**config.mk**
```make
export PLATFORM = sky130hd
export DESIGN_NAME = disaggregator_flat
export DESIGN_NICKNAME = d
export VERILOG_FILES = /design/src/rtl/disaggregator_if.sv /design/src/rtl/disaggregator.sv /design/src/flat_wrapper.sv
export SDC_FILE = /design/constraint.sdc
export NUM_CORES = 1
export LEC_CHECK = 0
export CORE_MARGIN = 4
export CORE_UTILIZATION = 28
export CTS_CLUSTER_SIZE = 25
export DETAILED_ROUTE_END_ITERATION = 16
export GPL_ROUTABILITY_DRIVEN = 1
export GPL_TIMING_DRIVEN = 0
export SYNTH_ARGS = -nofsm -noshare
export SYNTH_HDL_FRONTEND = slang
export SYNTH_SLANG_ARGS = --single-unit
```
**constraint.sdc**
```tcl
create_clock -name clk -period 2 [get_ports clk]
set_input_delay 0.4 -clock clk [delete_from_list [all_inputs] [get_ports clk]]
set_output_delay 0.4 -clock clk [all_outputs]
set_load 0.005 [all_outputs]
```
**src/rtl/disaggregator_if.sv**
```systemverilog
// Sender/receiver handshake bundle for the disaggregator (wide packed words in, single lanes out).
// DISAGG_LAST_EN adds receiver_last to the receiver side.
interface disaggregator_if #(
  parameter int unsigned DATA_WIDTH  = 8,
  parameter int unsigned FETCH_WIDTH = 6
);
  logic [FETCH_WIDTH*DATA_WIDTH-1:0] sender_data;
  logic                              sender_empty_n;
  logic                              sender_deq;
  logic [DATA_WIDTH-1:0]             receiver_data;
  logic                              receiver_full_n;
  logic                              receiver_enq;
`ifdef DISAGG_LAST_EN
  logic                              receiver_last;

  modport master (
    output sender_data, sender_empty_n, receiver_full_n,
    input  sender_deq, receiver_data, receiver_enq, receiver_last
  );

  modport slave (
    input  sender_data, sender_empty_n, receiver_full_n,
    output sender_deq, receiver_data, receiver_enq, receiver_last
  );
`else
  modport master (
    output sender_data, sender_empty_n, receiver_full_n,
    input  sender_deq, receiver_data, receiver_enq
  );

  modport slave (
    input  sender_data, sender_empty_n, receiver_full_n,
    output sender_deq, receiver_data, receiver_enq
  );
`endif
endinterface

```
**src/rtl/disaggregator.sv**
```systemverilog
// Replays packed FETCH_WIDTH-lane words one lane per cycle into a narrow FIFO-style receiver.
// Optional DISAGG_LAST_EN: drives receiver_last with the final lane of every word.
module disaggregator #(
  parameter int unsigned DATA_WIDTH  = 8,
  parameter int unsigned FETCH_WIDTH = 6,
  parameter int unsigned CNT_WIDTH   = 3
) (
  input  logic                 clk,
  input  logic                 rst_n,
  disaggregator_if.slave       bus,
  input  logic                 change_fetch_width,
  input  logic [CNT_WIDTH-1:0] input_fetch_width,
  output logic                 busy
);

  localparam int unsigned WORD_WIDTH = FETCH_WIDTH * DATA_WIDTH;
  localparam int unsigned NUM_SLOTS  = 1 << CNT_WIDTH;
  localparam logic [CNT_WIDTH-1:0] FULL_WIDTH = CNT_WIDTH'(FETCH_WIDTH);

  typedef enum logic {
    IDLE  = 1'b0,
    SHIFT = 1'b1
  } state_e;

  state_e                 state_q;
  state_e                 state_d;
  logic [WORD_WIDTH-1:0]  data_q;
  logic [CNT_WIDTH-1:0]   len_q;
  logic [CNT_WIDTH-1:0]   idx_q;
  logic [CNT_WIDTH-1:0]   width_q;
  logic [CNT_WIDTH-1:0]   req_width;
  logic [DATA_WIDTH-1:0]  lanes [NUM_SLOTS];
  logic                   last_lane;
  logic                   load;
  logic                   advance;
  logic                   deq;
  logic                   enq;
  logic                   last_c;

  assign last_lane = (idx_q == (len_q - CNT_WIDTH'(1)));

  // Requested width saturated to the physical lane count.
  always_comb begin
    req_width = input_fetch_width;
    if (32'(input_fetch_width) > FETCH_WIDTH) begin
      req_width = FULL_WIDTH;
    end
  end

  // Lane view of the held word; slots beyond FETCH_WIDTH read as zero.
  always_comb begin
    for (int unsigned i = 0; i < NUM_SLOTS; i++) begin
      lanes[i] = '0;
    end
    for (int unsigned i = 0; i < FETCH_WIDTH; i++) begin
      lanes[i] = data_q[i*DATA_WIDTH +: DATA_WIDTH];
    end
  end

  // State register.
  always_ff @(posedge clk or negedge rst_n) begin
    if (!rst_n) begin
      state_q <= IDLE;
    end else begin
      state_q <= state_d;
    end
  end

  // Next-state logic.
  always_comb begin
    state_d = state_q;
    case (state_q)
      IDLE: begin
        if (bus.sender_empty_n) begin
          state_d = SHIFT;
        end
      end
      SHIFT: begin
        if (bus.receiver_full_n && last_lane && !bus.sender_empty_n) begin
          state_d = IDLE;
        end
      end
      default: state_d = IDLE;
    endcase
  end

  // Strobes and datapath controls; a final-lane enq reloads in the same cycle for zero bubble.
  always_comb begin
    deq     = 1'b0;
    enq     = 1'b0;
    load    = 1'b0;
    advance = 1'b0;
    busy    = 1'b0;
    last_c  = 1'b0;
    case (state_q)
      IDLE: begin
        deq  = bus.sender_empty_n;
        load = bus.sender_empty_n;
      end
      SHIFT: begin
        busy   = 1'b1;
        enq    = bus.receiver_full_n;
        last_c = bus.receiver_full_n && last_lane;
        if (bus.receiver_full_n && last_lane) begin
          deq  = bus.sender_empty_n;
          load = bus.sender_empty_n;
        end else begin
          advance = bus.receiver_full_n;
        end
      end
      default: ;
    endcase
  end

  // Word buffer, captured length and lane index.
  always_ff @(posedge clk or negedge rst_n) begin
    if (!rst_n) begin
      data_q <= '0;
      len_q  <= FULL_WIDTH;
      idx_q  <= '0;
    end else if (load) begin
      data_q <= bus.sender_data;
      len_q  <= width_q;
      idx_q  <= '0;
    end else if (advance) begin
      idx_q  <= idx_q + CNT_WIDTH'(1);
    end
  end

  // Programmable lane count; zero requests are ignored.
  always_ff @(posedge clk or negedge rst_n) begin
    if (!rst_n) begin
      width_q <= FULL_WIDTH;
    end else if (change_fetch_width && (input_fetch_width != '0)) begin
      width_q <= req_width;
    end
  end

  assign bus.sender_deq    = deq;
  assign bus.receiver_enq  = enq;
  assign bus.receiver_data = lanes[idx_q];

`ifdef DISAGG_LAST_EN
  assign bus.receiver_last = last_c;
`else
  logic unused_last;
  assign unused_last = last_c;
`endif

  a_deq_needs_word: assert property (@(posedge clk) disable iff (!rst_n)
    deq |-> bus.sender_empty_n);

  a_len_legal: assert property (@(posedge clk) disable iff (!rst_n)
    (len_q != '0) && (32'(len_q) <= FETCH_WIDTH) && (idx_q < len_q));

endmodule

```
**src/flat_wrapper.sv**
```systemverilog
// flat-port wrapper written by rule: the top's interface ports become plain ports
module disaggregator_flat 
#(
  parameter int unsigned DATA_WIDTH  = 8,
  parameter int unsigned FETCH_WIDTH = 6,
  parameter int unsigned CNT_WIDTH   = 3
)
  (clk, rst_n, change_fetch_width, input_fetch_width, busy, bus_sender_data, bus_sender_empty_n, bus_receiver_full_n, bus_sender_deq, bus_receiver_data, bus_receiver_enq);
  disaggregator_if #(.DATA_WIDTH(DATA_WIDTH), .FETCH_WIDTH(FETCH_WIDTH)) bus_i ();
  input  logic clk;
  input  logic rst_n;
  input  logic change_fetch_width;
  input  logic [CNT_WIDTH-1:0] input_fetch_width;
  output logic busy;
  input wire logic [$bits(bus_i.sender_data)-1:0] bus_sender_data;
  input wire logic [$bits(bus_i.sender_empty_n)-1:0] bus_sender_empty_n;
  input wire logic [$bits(bus_i.receiver_full_n)-1:0] bus_receiver_full_n;
  output wire logic [$bits(bus_i.sender_deq)-1:0] bus_sender_deq;
  output wire logic [$bits(bus_i.receiver_data)-1:0] bus_receiver_data;
  output wire logic [$bits(bus_i.receiver_enq)-1:0] bus_receiver_enq;
  assign bus_i.sender_data = bus_sender_data;
  assign bus_i.sender_empty_n = bus_sender_empty_n;
  assign bus_i.receiver_full_n = bus_receiver_full_n;
  assign bus_sender_deq = bus_i.sender_deq;
  assign bus_receiver_data = bus_i.receiver_data;
  assign bus_receiver_enq = bus_i.receiver_enq;
  disaggregator #(.DATA_WIDTH(DATA_WIDTH), .FETCH_WIDTH(FETCH_WIDTH), .CNT_WIDTH(CNT_WIDTH)) u_core (.clk(clk), .rst_n(rst_n), .bus(bus_i), .change_fetch_width(change_fetch_width), .input_fetch_width(input_fetch_width), .busy(busy));
endmodule
```
==> flow_metrics.py, run 1 <==
metrics = {
    "layout": {
        "final_nets": 345,
        "layout_common_cells": "55 x clkdlybuf4s50_1, 52 x dfrtp_1, 51 x mux2_4, 12 x clkbuf_8",
        "diodes": 0,
        "mostFrequentLayoutCell": "clkdlybuf4s50_1",
        "final_cell_count_no_fill": 424,
        "design_area_um2": 4370,
        "layout-drive-gt1-share": 0.491,
        "area_growth_pct": 50.5,
    },
    "global_routing": {
        "grt_pass1_vias": 2031,
        "gr-usage-met3": 0.0393,
        "gr-max-usage-layer": "met2",
        "grt_usage": 0.127,
        "gr-total-overflow": 0,
        "grt_first_pass_wirelength_um": 11100,
        "use_met1": 0.168,
        "antenna_found_initial": 0,
        "grt_max_degree": 35,
        "gr-usage-met2": 0.197,
    },
    "power_and_ir_drop": {
        "power.share.clock": 0.128,
        "combPwrFrac": 0.585,
        "irDropWorstVdd_uv": 624,
        "switching_share": 0.316,
        "pwr-share-seq": 0.287,
        "p_int_w": 0.00514,
        "p_switching_w": 0.00238,
        "p_per_area_nw_per_um2": 1720,
        "p_leak_nw": 1.91,
    },
    "critical_path": {
        "crit_path_end_kind": "primary output",
        "path_max_fanout": 2,
        "cp_data_required_time_ns": 1.60,
        "worstSetupStartpointType": "register",
        "cpPeakStageDelay_ns": 0.54,
        "critPathArrivalTime_ns": 1.95,
        "slowest_stage": "dfstp_2",
        "critical_path_class": "reg2out",
        "path_cells": "inv_2 > ha_4 > xor2_4 > a41oi_2 > nor2b_4 > buf_12 > buf_6",
    },
    "placement": {
        "dp.cells": 384,
        "hpwl_um": 4890,
        "gp_congestion": 0.716,
        "dpl_cell_area_um2": 3770,
        "dp_slack_ns": -0.735,
        "io_buffers": 66,
    },
    "floorplanning": {
        "pin_count": 67,
        "initial_core_util": 0.292,
        "rows": 36,
        "coreArea_um2": 9950,
        "die_w_um": 110,
        "die_y_um": 110,
        "die_area_um2": 12100,
    },
    "clock_network": {
        "worst_skew_pair.late_latency_ns": 0.34,
        "cts.clk_slew.worst_paths_ns": 0.06,
        "cts_sinks": 58,
        "cts_buffer_depth": 2,
        "cts_tree": "built",
        "root_buffer": "clkbuf_8",
        "cts.htree.levels": 3,
        "cts_buffers": 9,
    },
    "synthesis": {
        "yosys_warnings": 0,
        "syn-num-nets": 242,
        "syn_area_um2": 2900,
        "synth_top_family_by_area": "multiplexers",
        "yosysSeqAreaShare": 0.502,
        "synthMuxAreaShare": 0.352,
        "yosys.cell_types.count": 29,
        "syn_inst": 184,
        "synth-xor-area-share": 0.0172,
        "synth_compound_area_frac": 0.0414,
        "yosys.area_share.simple": 0.0293,
        "synthAdderAreaFrac": 0.00862,
        "avgSynthCellArea_um2": 15.8,
        "synth_seq_cells": 58,
    },
    "sta": {
        "timing.hold.ws_ns": 0.0674,
        "finalSetupViolCount": 60,
        "setup_tns_ns": -12.64,
        "grt_setup_unrepaired": "yes",
        "slew_headroom": 0.599,
        "finalClockSkew_ns": 0.00608,
        "tightest_slew_ns": 0.601,
        "max_freq_mhz": 425,
        "fin_crit_sh": 1.18,
        "worst_slack_ns": -0.351,
        "finalMaxSlewViolations": 0,
        "fin_crit_ns": 2.35,
        "hold_viol": 0,
    },
    "detailed_routing": {
        "routed_wirelength_um": 7130,
        "avgViaCountPerCell": 4.42,
        "vias": 1873,
        "drc_errors": 0,
        "drtAntennaViolNets": 0,
        "wire_per_inst_um": 16.8,
        "firstDrtPassIters": 6,
        "drtIter0Drc": 22,
    },
    "status": {
        "violations": "negative setup slack",
        "outcome": "finished with violations",
    },
    "job": {
        "cap_violations": 0,
    },
    "hold_path": {
        "hp-class": "in2async",
    },
}
## kinds of logic after synthesis
group | after synthesis
buffers and inverters | 14
AOI/OAI and AO/OA | 19
DFF | 58
xor gates and xnor gates | 4
muxes | 68
adders and majority gates | 2
and+or+nand+nor | 19
## cell usage after synthesis
cell / number / share of area
dfstp_2: 4 / 0.036
nand3_1: 2 / 0.0034
a41oi_2: 1 / 0.0056
mux2_4: 47 / 0.24
mux4_2: 8 / 0.062
buf_12: 5 / 0.034
nand3b_1: 1 / 0.0026
nand2b_1: 1 / 0.0022
ha_1: 2 / 0.0086
xnor3_2: 1 / 0.0082
mux2i_1: 9 / 0.031
o21ai_0: 14 / 0.024
a22o_1: 2 / 0.0060
buf_6: 1 / 0.0039
a31oi_1: 1 / 0.0022
buf_2: 1 / 0.0017
clkbuf_1: 1 / 0.0013
inv_1: 4 / 0.0052
dfrtp_1: 54 / 0.47
xor2_1: 2 / 0.0060
or2_2: 1 / 0.0022
clkinv_1: 1 / 0.0013
mux2_2: 4 / 0.016
nor2_1: 2 / 0.0026
a32o_1: 1 / 0.0034
buf_4: 1 / 0.0026
nor2b_1: 1 / 0.0022
nand2_1: 11 / 0.014
xnor2_1: 1 / 0.0030
## layout make-up
| type | instances | area [um^2] |
|---|---|---|
| Sequential cell | 58 | 1460 |
| Timing Repair Buffer | 96 | 1050 |
| Tap cell | 133 | 166 |
| Buffer | 5 | 93.8 |
| Multi-Input combinational cell | 112 | 1410 |
| Fill cell | 904 | 5580 |
| Inverter | 5 | 18.8 |
| Clock inverter | 3 | 15.0 |
| Clock buffer | 12 | 155 |
## per-layer routing
| layer | wire (um) | vias to the layer above |
|---|---|---|
| met5 | 0 | - |
| met4 | 67 | 0 |
| met3 | 495 | 8 |
| met2 | 3360 | 63 |
| met1 | 3210 | 934 |
| li1 | - | 868 |
## power groups by stage
stage	clock [W]	combinational, W	sequential, W
6_report	0.000959	0.00440	0.00216
4_1_cts	0.000997	0.00433	0.00217
2_1_floorplan	0	0.00253	0.00202
3_3_place_gp	0	0.00339	0.00212
5_1_grt	0.00106	0.00470	0.00224
3_5_place_dp	0	0.00346	0.00214
## critical path: cells and delay by family, from the launching register on
family | cells | cell delay (ns)
DFF | 1 | 0.54
buffers and inverters | 3 | 0.26
AOI/OAI and AO/OA | 1 | 0.16
adders and majority gates | 1 | 0.28
and+or+nand+nor | 1 | 0.22
xor gates and xnor gates | 1 | 0.16
## timing repair
item | 4_1_cts | 5_1_grt
gates cloned | 5 | 1
setup endpoints to repair | 63 | 62
pin swaps | 8 | 2
resized for setup | 80 | 27
setup buffers | 21 | 4
hold buffers | 0 | 0
## flip-flops by register name, summed over array words and instances, names as in the netlist
register and flops:
u_core.data_q 48, u_core.idx_q 3, u_core.len_q 3, u_core.state_q 1, u_core.width_q 3
## per-stage QoR
stage          total power, W  utilization
2_1_floorplan         0.00455            -
3_3_place_gp          0.00551        0.377
3_5_place_dp          0.00560        0.378
4_1_cts               0.00749        0.437
5_1_grt               0.00799        0.439
6_report              0.00752        0.439
## final timing paths
kind                                                     from                       endpoint  slack (ns)  cells past startpoint
worst min register to register  u_core.data_q[20]$_DFFE_PN0P_  u_core.data_q[20]$_DFFE_PN0P_        0.51                      1
worst min-delay path                                    rst_n  u_core.data_q[44]$_DFFE_PN0P_        0.07                      1
worst max register to register    u_core.len_q[1]$_DFFE_PN1P_  u_core.data_q[10]$_DFFE_PN0P_       -0.25                     10
worst max-delay path              u_core.len_q[1]$_DFFE_PN1P_                 bus_sender_deq       -0.35                      7
min in group clk                u_core.data_q[20]$_DFFE_PN0P_  u_core.data_q[20]$_DFFE_PN0P_        0.51                      1
max in group asynchronous                               rst_n  u_core.width_q[2]$_DFFE_PN1P_        1.29                      2
Note: power is estimated with default switching activity, not from simulation.
==> run 2, diff against run 1 <==
--- a/config.mk
+++ b/config.mk
@@ -11,6 +11,8 @@
 export DETAILED_ROUTE_END_ITERATION = 16
 export GPL_ROUTABILITY_DRIVEN = 1
 export GPL_TIMING_DRIVEN = 0
+export SETUP_SLACK_MARGIN = 0.3
+export SLEW_MARGIN = 20
 export SYNTH_ARGS = -nofsm -noshare
 export SYNTH_HDL_FRONTEND = slang
 export SYNTH_SLANG_ARGS = --single-unit
==> constraint.sdc (replaced) <==
create_clock -name clk -period 2 [get_ports clk]
set_input_delay 0.4 -clock clk [delete_from_list [all_inputs] [get_ports clk]]
set_output_delay 0.4 -clock clk [all_outputs]
set_load 0.01 [all_outputs]
==> flow_metrics.py, run 2 (synthesized netlist as in run 1, its figures left out) <==
metrics = {
    "layout": {
        "top_register": "u_core.data_q",
        "fin_util": 0.451,
        "diodes": 0,
        "layout_common_cells": "53 x clkdlybuf4s50_1, 53 x dfrtp_1, 47 x mux2_4, 15 x buf_6, 13 x buf_4",
        "final_nets": 356,
        "area_growth_pct": 54.8,
        "design_area_um2": 4490,
        "largest_register_ffs": 48,
        "layout-drive-gt1-share": 0.505,
    },
    "global_routing": {
        "grt_max_degree": 55,
        "gr-total-overflow": 0,
        "antenna_found_initial": 0,
        "grt_usage": 0.124,
        "gr-usage-met3": 0.0399,
        "gr-usage-met2": 0.196,
        "use_met1": 0.161,
        "grt_first_pass_wirelength_um": 10900,
        "grt_pass1_vias": 2015,
        "gr-max-usage-layer": "met2",
    },
    "power_and_ir_drop": {
        "p_leak_nw": 1.97,
        "fin_total_pwr_w": 0.00775,
        "p_per_area_nw_per_um2": 1720,
        "irDropWorstVdd_uv": 686,
    },
    "hold_path": {
        "hp-class": "in2async",
    },
    "sta": {
        "finalMaxSlewViolations": 0,
        "fin_crit_sh": 1.18,
        "finalClockSkew_ns": 0.00460,
        "finalSetupViolCount": 62,
        "worst_slack_ns": -0.353,
        "slew_headroom": 0.783,
        "max_freq_mhz": 425,
        "tightest_slew_ns": 0.323,
        "hold_viol": 0,
        "grt_setup_unrepaired": "yes",
        "timing.hold.ws_ns": 0.416,
        "fin_crit_ns": 2.35,
    },
    "detailed_routing": {
        "routed_wirelength_um": 7210,
        "drc_errors": 0,
        "drtAntennaViolNets": 0,
        "vias": 1905,
        "firstDrtPassIters": 4,
        "avgViaCountPerCell": 4.37,
        "wire_per_inst_um": 16.5,
        "drtIter0Drc": 77,
    },
    "critical_path": {
        "critPathArrivalTime_ns": 2.57,
        "r2r_start": "u_core.len_q[1]$_DFFE_PN1P_",
        "r2r_end": "u_core.len_q[0]$_DFFE_PN0P_",
        "cp_data_required_time_ns": 2.22,
        "path_max_fanout": 5,
        "crit_path_end_kind": "register",
        "reg2reg_slack_ns": -0.35,
        "worstSetupStartpointType": "register",
        "rr_worst_depth": 11,
        "critical_path_class": "reg2reg",
    },
    "clock_network": {
        "cts.htree.levels": 3,
        "cts_sinks": 58,
        "cts_buffer_depth": 2,
        "cts.clk_slew.worst_paths_ns": 0.06,
        "cts_tree": "built",
        "worst_skew_pair.late_latency_ns": 0.33,
        "cts_buffers": 9,
        "root_buffer": "clkbuf_8",
    },
    "floorplanning": {
        "rows": 36,
        "die_area_um2": 12100,
        "coreArea_um2": 9950,
        "initial_core_util": 0.292,
        "die_y_um": 110,
        "pin_count": 67,
        "die_w_um": 110,
    },
    "placement": {
        "hpwl_um": 4650,
        "io_buffers": 66,
        "gp_congestion": 0.690,
        "dpl_cell_area_um2": 3790,
    },
    "status": {
        "violations": "negative setup slack",
        "outcome": "finished with violations",
    },
    "job": {
        "cap_violations": 0,
    },
}
==> run 2: cell count changes in the layout (fill, tap and decap cells not counted), sizes merged <==
cell | before | now
buf | 42 | 52
clkbuf | 15 | 16
clkdlybuf4s50 | 55 | 53
dlygate4sd2 | 1 | 3
dlygate4sd3 | 0 | 1
==> run 2: worst max-delay path, cell delays in order, from the launching register on <==
cell	delay, ns
dfstp_2	0.55
inv_2	0.05
ha_4	0.14
xnor3_2	0.26
a41oi_2	0.21
nor2b_2	0.07
buf_6	0.12
buf_4	0.14
clkbuf_16	0.16
buf_12	0.12
buf_16	0.13
mux2_4	0.29
==> run 2: power breakdown <==
part           internal [W]  switching [W]
sequential          0.00178       0.000374
combinational       0.00300        0.00165
clock              0.000478       0.000457
total               0.00527        0.00248
==> run 2: per-layer routing <==
metal	vias up	routed length, um
met1	945	3270
met2	60	3440
met5	-	0
met3	4	460
met4	0	41
li1	896	-
==> run 2: timing repair <==
action	in CTS	in global routing
gates cloned	4	1
endpoints found under the setup margin	64	63
pin swaps	1	7
hold buffers	1	0
endpoints found under the hold margin	2	0
buffers inserted	18	12
gates resized for setup	72	23
==> run 2: area by class of cell <==
cell class / instances / area (um^2)
Sequential cell: 58 / 1460
Buffer: 9 / 165
Fill cell: 904 / 5460
Clock inverter: 3 / 15.0
Inverter: 5 / 18.8
Multi-Input combinational cell: 112 / 1400
Clock buffer: 13 / 149
Tap cell: 133 / 166
Timing Repair Buffer: 103 / 1120
==> run 2: worst max-delay path by stage <==
stage / from / endpoint / slack, ns / depth (start not counted)
3_3_place_gp: rst_n / u_core.data_q[26]$_DFFE_PN0P_ / -1.32 / 1
5_1_grt: u_core.len_q[1]$_DFFE_PN1P_ / bus_sender_deq / -0.46 / 8
4_1_cts: u_core.len_q[1]$_DFFE_PN1P_ / bus_sender_deq / -0.39 / 8
2_1_floorplan: u_core.len_q[1]$_DFFE_PN1P_ / u_core.data_q[11]$_DFFE_PN0P_ / 0.01 / 8
6_report: u_core.len_q[1]$_DFFE_PN1P_ / u_core.len_q[0]$_DFFE_PN0P_ / -0.35 / 11
3_5_place_dp: u_core.len_q[1]$_DFFE_PN1P_ / bus_sender_deq / -0.70 / 8
==> run 2: metrics by stage <==
step / worst slack (ns) / std cells / setup TNS, ns
3_3_place_gp: -1.32 / 383 / -85.83
2_1_floorplan: 0.0120 / 184 / 0
3_5_place_dp: -0.695 / 384 / -12.59
5_1_grt: -0.458 / 436 / -23.30
4_1_cts: -0.394 / 423 / -17.59
6_report: -0.353 / 436 / -18.12
